`config.mk`:
```
export PLATFORM = sky130hd
export DESIGN_NAME = alu_result_select_pipe_flat
export DESIGN_NICKNAME = d
export VERILOG_FILES = /design/src/rtl/alu_sel_pkg.sv /design/src/rtl/alu_result_select_pipe_if.sv /design/src/rtl/alu_sel_skid.sv /design/src/rtl/alu_result_select_pipe.sv /design/src/flat_wrapper.sv
export SDC_FILE = /design/constraint.sdc
export NUM_CORES = 1
export LEC_CHECK = 0
export BUFFER_PORTS_ARGS = -buffer_cell sky130_fd_sc_hd__buf_2
export CAP_MARGIN = 10
export CORE_ASPECT_RATIO = 0.8
export CORE_MARGIN = 4
export CORE_UTILIZATION = 38
export CTS_CLUSTER_DIAMETER = 30
export DETAILED_ROUTE_END_ITERATION = 8
export GPL_ROUTABILITY_DRIVEN = 0
export HOLD_SLACK_MARGIN = 0.02
export MAX_ROUTING_LAYER = met4
export PLACE_DENSITY = 0.81
export SETUP_SLACK_MARGIN = 0.15
export SLEW_MARGIN = 40
export SYNTH_ARGS = -nofsm -noshare
export SYNTH_HDL_FRONTEND = slang
export SYNTH_SLANG_ARGS = --single-unit
```
`constraint.sdc`:
```
create_clock -name clk -period 3.76 [get_ports clk]
set_input_delay 0.188 -clock clk [delete_from_list [all_inputs] [get_ports clk]]
set_output_delay 0.188 -clock clk [all_outputs]
set_load 0.005 [all_outputs]
```
`src/rtl/alu_sel_pkg.sv`:
```
// alu_sel_pkg: select-width derivation, entry field widths and error-counter saturation for the ALU result selector.
// ALU_SEL_FLAGS_EN adds the zero/neg flag bits to each entry.
package alu_sel_pkg;
`ifdef ALU_SEL_FLAGS_EN
  localparam int FLAG_W = 2;
`else
  localparam int FLAG_W = 0;
`endif
  function automatic int sel_w(input int n);
    return (n <= 2) ? 1 : $clog2(n);
  endfunction
  function automatic int entry_w(input int w, input int n);
    return FLAG_W + 1 + sel_w(n) + w;
  endfunction
  function automatic longint unsigned err_sat(input int cw);
    return (64'd1 << cw) - 64'd1;
  endfunction
endpackage

```
`src/rtl/alu_result_select_pipe_if.sv`:
```
// alu_result_select_pipe_if: upstream/downstream handshake bundle of the ALU result selector.
// ALU_SEL_FLAGS_EN adds out_zero/out_neg.
interface alu_result_select_pipe_if #(parameter int W = 32, parameter int N = 8, parameter int ERRCNT_W = 16);
  import alu_sel_pkg::*;
  localparam int SELW = sel_w(N);
  logic                in_valid;
  logic                in_ready;
  logic [SELW-1:0]     in_sel;
  logic [N*W-1:0]      in_data;
  logic                out_valid;
  logic                out_ready;
  logic [W-1:0]        out_data;
  logic [SELW-1:0]     out_sel;
  logic                out_err;
  logic [ERRCNT_W-1:0] err_count;
`ifdef ALU_SEL_FLAGS_EN
  logic                out_zero;
  logic                out_neg;
  modport master (output in_valid, in_sel, in_data, out_ready,
                  input in_ready, out_valid, out_data, out_sel, out_err, err_count, out_zero, out_neg);
  modport slave (input in_valid, in_sel, in_data, out_ready,
                 output in_ready, out_valid, out_data, out_sel, out_err, err_count, out_zero, out_neg);
`else
  modport master (output in_valid, in_sel, in_data, out_ready,
                  input in_ready, out_valid, out_data, out_sel, out_err, err_count);
  modport slave (input in_valid, in_sel, in_data, out_ready,
                 output in_ready, out_valid, out_data, out_sel, out_err, err_count);
`endif
endinterface

```
`src/rtl/alu_sel_skid.sv`:
```
// alu_sel_skid: generic 2-entry skid buffer (head, skid, count); in_ready depends on registers only.
module alu_sel_skid #(parameter int EW = 8) (
  input  logic          clk,
  input  logic          reset,
  input  logic          in_valid,
  output logic          in_ready,
  input  logic [EW-1:0] in_entry,
  output logic          out_valid,
  input  logic          out_ready,
  output logic [EW-1:0] out_entry
);
  logic [EW-1:0] head_q, head_d, skid_q, skid_d;
  logic [1:0]    cnt_q, cnt_d;
  logic          accept, pop;
  assign in_ready  = !reset && cnt_q != 2'd2;
  assign out_valid = cnt_q != 2'd0;
  assign out_entry = head_q;
  assign accept    = in_valid && in_ready;
  assign pop       = out_valid && out_ready;
  always_comb begin
    head_d = (accept && (cnt_q == 2'd0 || pop)) ? in_entry : (pop && cnt_q == 2'd2) ? skid_q : head_q;
    skid_d = (accept && !pop && cnt_q == 2'd1) ? in_entry : skid_q;
    cnt_d  = cnt_q + {1'b0, accept} - {1'b0, pop};
  end
  always_ff @(posedge clk) begin
    if (reset) begin
      head_q <= '0;
      skid_q <= '0;
      cnt_q  <= 2'd0;
    end else begin
      head_q <= head_d;
      skid_q <= skid_d;
      cnt_q  <= cnt_d;
    end
  end
endmodule

```
`src/rtl/alu_result_select_pipe.sv`:
```
// alu_result_select_pipe: N-input W-bit result selector with error tagging, saturating error count and skid-buffered output.
// ALU_SEL_FLAGS_EN adds per-entry zero/neg flags on out_zero/out_neg.
module alu_result_select_pipe
  import alu_sel_pkg::*;
#(
  parameter int W        = 32,
  parameter int N        = 8,
  parameter int ERRCNT_W = 16
) (
  input logic clk,
  input logic reset,
  alu_result_select_pipe_if.slave bus
);
  localparam int SELW = sel_w(N);
  localparam int EW   = entry_w(W, N);
  localparam logic [ERRCNT_W-1:0] ERR_MAX = ERRCNT_W'(err_sat(ERRCNT_W));
  logic [W-1:0]        opnd [2**SELW];
  logic [W-1:0]        data;
  logic                err, accept;
  logic [EW-1:0]       in_entry, out_entry;
  logic [ERRCNT_W-1:0] err_q, err_d;
  // Codes at or beyond N select a zero lane, so error entries carry data 0 for free.
  for (genvar g = 0; g < 2**SELW; g++) begin : g_lane
    if (g < N) begin : g_in
      assign opnd[g] = bus.in_data[g*W +: W];
    end else begin : g_pad
      assign opnd[g] = '0;
    end
  end
  assign data   = opnd[bus.in_sel];
  assign err    = {1'b0, bus.in_sel} >= (SELW+1)'(N);
  assign accept = bus.in_valid && bus.in_ready;
`ifdef ALU_SEL_FLAGS_EN
  assign in_entry = {data == '0, data[W-1], err, bus.in_sel, data};
  assign {bus.out_zero, bus.out_neg, bus.out_err, bus.out_sel, bus.out_data} = out_entry;
`else
  assign in_entry = {err, bus.in_sel, data};
  assign {bus.out_err, bus.out_sel, bus.out_data} = out_entry;
`endif
  assign bus.err_count = err_q;
  always_comb err_d = (accept && err && err_q != ERR_MAX) ? err_q + 1'b1 : err_q;
  always_ff @(posedge clk) begin
    if (reset) err_q <= '0;
    else err_q <= err_d;
  end
  alu_sel_skid #(.EW(EW)) u_skid (
    .clk       (clk),
    .reset     (reset),
    .in_valid  (bus.in_valid),
    .in_ready  (bus.in_ready),
    .in_entry  (in_entry),
    .out_valid (bus.out_valid),
    .out_ready (bus.out_ready),
    .out_entry (out_entry)
  );
endmodule

```
`src/flat_wrapper.sv`:
```
// flat-port wrapper written by rule: the top's interface ports become plain ports
module alu_result_select_pipe_flat import alu_sel_pkg::*;
#(
  parameter int W        = 32,
  parameter int N        = 8,
  parameter int ERRCNT_W = 16
)
  (clk, reset, bus_in_valid, bus_in_sel, bus_in_data, bus_out_ready, bus_in_ready, bus_out_valid, bus_out_data, bus_out_sel, bus_out_err, bus_err_count);
  alu_result_select_pipe_if #(.W(W), .N(N), .ERRCNT_W(ERRCNT_W)) bus_i ();
  input logic clk;
  input logic reset;
  input wire logic [$bits(bus_i.in_valid)-1:0] bus_in_valid;
  input wire logic [$bits(bus_i.in_sel)-1:0] bus_in_sel;
  input wire logic [$bits(bus_i.in_data)-1:0] bus_in_data;
  input wire logic [$bits(bus_i.out_ready)-1:0] bus_out_ready;
  output wire logic [$bits(bus_i.in_ready)-1:0] bus_in_ready;
  output wire logic [$bits(bus_i.out_valid)-1:0] bus_out_valid;
  output wire logic [$bits(bus_i.out_data)-1:0] bus_out_data;
  output wire logic [$bits(bus_i.out_sel)-1:0] bus_out_sel;
  output wire logic [$bits(bus_i.out_err)-1:0] bus_out_err;
  output wire logic [$bits(bus_i.err_count)-1:0] bus_err_count;
  assign bus_i.in_valid = bus_in_valid;
  assign bus_i.in_sel = bus_in_sel;
  assign bus_i.in_data = bus_in_data;
  assign bus_i.out_ready = bus_out_ready;
  assign bus_in_ready = bus_i.in_ready;
  assign bus_out_valid = bus_i.out_valid;
  assign bus_out_data = bus_i.out_data;
  assign bus_out_sel = bus_i.out_sel;
  assign bus_out_err = bus_i.out_err;
  assign bus_err_count = bus_i.err_count;
  alu_result_select_pipe #(.W(W), .N(N), .ERRCNT_W(ERRCNT_W)) u_core (.clk(clk), .reset(reset), .bus(bus_i));
endmodule
```
# --- After elaboration in Yosys (flattened, before gate mapping) ---
# Cells that the tools add are included.
op_classes:
  add_sub_neg: 2
  order_cmp: 1
  eq_ne: 3
  muxes: 5
  n_bitwise: 1
  n_reduce_logical: 13
ops:
  columns: ["operator", "count"]
  rows:
  - ["binary-select mux 32 bit (select 3 bit)", 1]
  - ["two-way mux 35 bit", 2]
  - ["two-way mux 32 bit", 2]
  - ["logical AND 1 bit", 7]
  - [">= comparator 4 bit (second input constant)", 1]
  - ["NOT 3 -> 4 bit", 1]
  - ["nonzero test 2 bit", 2]
  - ["adder 2 x 1 -> 2 bit", 1]
  - ["equality test 2 x 1 -> 1 bit (second input constant)", 1]
  - ["equality test 2 bit (second input constant)", 1]
  - ["zero test 1 bit", 2]
  - ["zero test 2 bit", 1]
  - ["!= test 2 bit (second input constant)", 1]
  - ["subtractor 2 x 1 -> 2 bit", 1]
  - ["logical OR 1 bit", 1]
totals:
  reg_bits: 72
  input_bits: 263
  out_inout_bits: 54
  elab_cells: 28

# --- Longest topological paths before layout ---
depth:
  depth_word: 5
  depth_mapped: 11
  ltp_nobuf: 9

# --- Cells and area by module ---
# A second synthesis with hierarchy kept.
hier_totals:
  cells_unflattened: 517
  hier_area_um2: 5520.3
by_module_without_submodules:
  columns: ["module", "n_inst", "cells_per_inst", "area_per_inst_um2", "seq_area_each_um2"]
  rows:
  - ["alu_sel_skid", 1, 386, 3323.2, 1481.4]
  - ["alu_result_select_pipe", 1, 131, 2197.1, 0.0]

# --- Worst setup path before layout ---
# OpenSTA, ideal clock, no wires.
synth_timing:
  kind: "input -> register"
  start: "input port reset"
  end: "register u_core.u_skid.skid_q[15]"
  setup_time_ns: 0.074
  arrival_ns: 1.828
  t_required_ns: 3.686
  path_slack_ns: 1.858
  path_stages: 11
  path_buffers: 3
  path_cell_list: "clkbuf_1 -> a21oi_1 -> nand2_1 -> inv_1 -> ha_1 -> nand3b_1 -> nor2b_1 -> clkbuf_1 -> clkbuf_1 -> nand2_1 -> o21ai_0"
synth_via:
  elab_chain_cells: 5
synth_rtl:
  columns: ["element", "line_no", "rtl"]
  rows:
  - ["start: declaration", "flat_wrapper.sv:11", "input logic reset;"]
  - ["zero test 1 bit", "alu_sel_skid.sv:15", "assign in_ready = !reset && cnt_q != 2'd2;"]
  - ["logical AND 1 bit", "alu_sel_skid.sv:15", null]
  - ["named net bus_in_ready", "flat_wrapper.sv:16", "output wire logic [$bits(bus_i.in_ready)-1:0] bus_in_ready;"]
  - ["logical AND 1 bit", null, null]
  - ["logical AND 1 bit (2 in a row)", "alu_sel_skid.sv:22", "skid_d = (accept && !pop && cnt_q == 2'd1) ? in_entry : skid_q;"]
  - ["end signal: assignment", "alu_sel_skid.sv:32", "skid_q <= skid_d;"]
  - ["end: declaration", "alu_sel_skid.sv:12", "logic [EW-1:0] head_q, head_d, skid_q, skid_d;"]
# The timed path passes the listed nets, and every way through them passes these cells.
# A chain may end at the register's enable or synchronous reset.

# --- Worst setup path after layout ---
layout_timing:
  start: "register u_core.u_skid.cnt_q[1]"
  end: "register u_core.u_skid.skid_q[5]"
layout_via:
  elab_chain_cells: 5
  elab_cells_between_ends: 9
  classes_between: "eq/ne: 2; reduce/logical: 7"
layout_rtl:
  columns: ["element", "line_no", "rtl"]
  rows:
  - ["start: declaration", "alu_sel_skid.sv:13", "logic [1:0] cnt_q, cnt_d;"]
  - ["start signal: assignment", "alu_sel_skid.sv:33", "cnt_q <= cnt_d;"]
  - ["!= test 2 bit or nonzero test 2 bit (tied branches)", "alu_sel_skid.sv:15, alu_sel_skid.sv:16", null]
  - ["logical AND 1 bit (on tied branches)", "alu_sel_skid.sv:15, alu_sel_skid.sv:19", null]
  - ["logical AND 1 bit or zero test 1 bit (tied branches)", null, null]
  - ["logical AND 1 bit", "alu_sel_skid.sv:22", null]
  - ["logical AND 1 bit *", "alu_sel_skid.sv:22", null]
# Every way passes the cells marked *; elsewhere a longest branch is shown, timed or not.

==> summary.txt <==
Worst hold path class -> in2reg
First-pass detailed-route iteration total -> 5
Number of H-tree levels -> 3
Instance count after placement with tap cells included -> 864
WP data required -> 4030 ps
Post-CTS setup buffer count -> 0
Starting density of the core -> 39.1%
Max-slew violations -> 0
Fin cells -> 882
Sequential power share -> 34.4%
Status -> finished, final reports clean
Cell variety after synth -> 31
Capture point of the worst reg-to-reg path -> u_core.u_skid.skid_q[5]
Final Hold Slack -> 225 ps
Final setup vio count -> 0
Hold-fix buffers at CTS -> 0
Post-cts gate resize count -> 0
Seq/Total Area, Yosys -> 30.0%
Mapped Area -> 4810 um^2
Clock tree skew after final layout -> 5.29 ps
Slack of the worst reg-to-reg path -> 1600 ps
Post-route total power -> 0.00270 W
Total of buffers placed on input and output ports -> 299
Global-route usage over all layers -> 22.8%
Share of total power consumed by net switching -> 31.3%
Transition time at the pin with the least slew margin -> 616 ps
Most frequent cells in the layout -> sky130_fd_sc_hd__buf_2 (296), sky130_fd_sc_hd__dfxtp_1 (72), sky130_fd_sc_hd__nand2_1 (67), sky130_fd_sc_hd__mux4_2 (64), sky130_fd_sc_hd__a21oi_1 (25)
Data arrival time at the worst-slack endpoint -> 2430 ps
Number of synthesized register bits -> 72
Area of all placed cells without fillers -> 6640 um^2
Core Box Area -> 12,300 um^2
Die Height -> 109 um
Crit start category -> register
F_max -> 463 MHz
Minimum clock period -> 2160 ps
Grt total ovfl -> 0
Hold Vio Cnt, Final -> 0
Buffer type at the clock tree root -> sky130_fd_sc_hd__clkbuf_16
Wire length of the first global-routing pass -> 25,000 um
Power density relative to cell area -> 407 nW/um^2
CTS buffer count -> 9
Count of nets after finishing -> 970
Relative contribution of the clock network to total power -> 32.1%
Die boundary width -> 134 um
Number of DRC violations after detailed-routing iteration 0 -> 294
Maximum clock insertion buffer count -> 2
Register clock-pin slew on the reported worst setup and hold paths -> 60 ps
Gate Count Post-Synth -> 430
Static power due to leakage -> 2.99 nW
Wire per inst -> 19.4 um
Synthesis Warnings -> 0
Number of clock sinks -> 72
Number of global-route vias before repair -> 4,601
Setup total negative slack -> 0 ps
Comb pwr share -> 33.5%
Total I/O pin count -> 317
Length in cells of the worst reg-to-reg path -> 7
Fraction of final layout cells sized beyond drive strength 1 -> 59.2%
Worst-skew pair later-pin latency -> 330 ps
Worst setup path category -> reg2reg
Area of the die -> 14,500 um^2
Tcrit/Tclk final -> 57.4%
RSZ-0062 raised after global routing -> false
Most frequent standard cell in the layout excluding fill and tap cells -> sky130_fd_sc_hd__buf_2
DP Wirelength -> 13,600 um
Count of antenna-violating nets left after detailed routing -> 0
Post-Syn Area per Cell -> 11.2 um^2
Hold path cells -> 2
Num rows -> 36
Area post-placement -> 6330 um^2
Switching power total -> 0.000846 W
Endpoint type of the worst setup path -> register
HP Start -> reset
Internal power -> 0.00186 W
Post-route DRC -> 0
Via Count -> 4,708
Detailed Route WL -> 17,100 um
IR Drop Worst-Case VDD -> 234 uV
Worst rel slew slack -> 58.9%
Total of max-cap violations -> 0
Highest net fanout along the worst path -> 27
Reg-to-reg startpoint -> u_core.u_skid.cnt_q[1]
Worst Hold Path EP -> u_core.u_skid.cnt_q[0]
Clock tree from TritonCTS -> done
Antenna violations before repair -> 2
Pin count of the biggest net entering global routing -> 43
Syn-to-layout area delta -> 38.1%
Routed via count divided by cell count -> 5.34
## cells by family (layout without fill, tap and decap cells)
logic type / count (synthesis) / count (layout) / share of synthesized area (%)
flip-flops: 72 / 72 / 30.0
XOR/XNOR: 2 / 2 / 0.364
adder cells (fa/ha/maj): 3 / 3 / 0.780
AND/OR/NAND/NOR: 93 / 93 / 7.70
buffers and inverters: 66 / 329 / 7.83
multiplexers: 99 / 99 / 37.5
AO/OA/AOI/OAI: 94 / 94 / 15.8
other: 1 / 19 / 0.0779
## final cells by class
type                       count  area [um^2]
sequential                    72         1440
antenna                        2         5.00
multi-input combinational    308         3060
tap                          171          214
fill                        1096         5650
clock buffer                  11          253
inverter                       5         18.8
timing repair buffer         308         1600
clock inverter                 5         55.1
## worst max-delay path by stage
stage,startpoint,end,depth (start not counted)
5_1_grt,u_core.u_skid.cnt_q[1],u_core.u_skid.skid_q[13],8
4_1_cts,u_core.u_skid.cnt_q[0],u_core.u_skid.skid_q[2],8
3_5_place_dp,bus_in_sel[0],u_core.u_skid.out_entry[3],6
2_1_floorplan,reset,u_core.u_skid.skid_q[15],11
3_3_place_gp,bus_in_sel[0],u_core.u_skid.out_entry[6],6
6_report,u_core.u_skid.cnt_q[1],u_core.u_skid.skid_q[5],7
## Yosys cell counts (all sizes together)
master | n | area share (%)
ha | 3 | 0.78
conb | 1 | 0.078
dfxtp | 72 | 30
a311oi | 11 | 2.0
mux2i | 24 | 5.0
nor2 | 16 | 1.2
a221oi | 21 | 5.9
xnor2 | 1 | 0.18
o21ai | 21 | 2.2
buf | 41 | 5.9
a211oi | 1 | 0.42
nor2b | 2 | 0.26
a211o | 1 | 0.18
mux4 | 64 | 30
mux2 | 11 | 2.6
a22oi | 3 | 0.47
a21oi | 25 | 2.6
nand3b | 1 | 0.16
or2 | 2 | 0.26
a22o | 11 | 2.0
clkbuf | 20 | 1.6
inv | 5 | 0.39
nand3 | 4 | 0.42
nand2 | 67 | 5.2
xor2 | 1 | 0.18
and3 | 1 | 0.13
## critical path, cell delays in order (launching register included)
cell and delay (ps):
sky130_fd_sc_hd__dfxtp_1 410, sky130_fd_sc_hd__or2_1 230, sky130_fd_sc_hd__nand2_1 100, sky130_fd_sc_hd__ha_1 180, sky130_fd_sc_hd__nand3b_1 270, sky130_fd_sc_hd__nor2b_2 340
sky130_fd_sc_hd__buf_4 370, sky130_fd_sc_hd__a22o_1 190
## stage by stage
| step | utilization (%) | setup WS (ps) |
|---|---|---|
| global route | 54.0 | 1380 |
| CTS | 53.9 | 1510 |
| global placement | 51.3 | 1550 |
| finish | 54.0 | 1600 |
| detailed placement | 51.4 | 1520 |
| floorplan | - | 1860 |
## power by group through the flow
stage | logic (W) | clock network, W | registers, W
4_1_cts | 0.000909 | 0.000887 | 0.000929
3_3_place_gp | 0.000881 | 0 | 0.000942
5_1_grt | 0.000990 | 0.000924 | 0.000940
2_1_floorplan | 0.000578 | 0 | 0.000940
3_5_place_dp | 0.000906 | 0 | 0.000944
6_report | 0.000904 | 0.000868 | 0.000931
## routing by layer
| metal | vias to the layer above | GRT usage [%] | routed length (um) | part of all wire (%) |
|---|---|---|---|---|
| met5 | - | - | 0 | 0 |
| met3 | 23 | 6.13 | 1610 | 9.4 |
| met1 | 2226 | 29.8 | 6900 | 40 |
| met2 | 279 | 35.5 | 8300 | 49 |
| li1 | 2180 | - | - | - |
| met4 | 0 | 6.02 | 309 | 1.8 |
## registers in the layout, indices dropped and copies added (netlist names)
signal / flops
u_core.u_skid.skid_q: 35
u_core.u_skid.out_entry: 35
u_core.u_skid.cnt_q: 2
No activity file was read; power rests on OpenSTA's default activity.
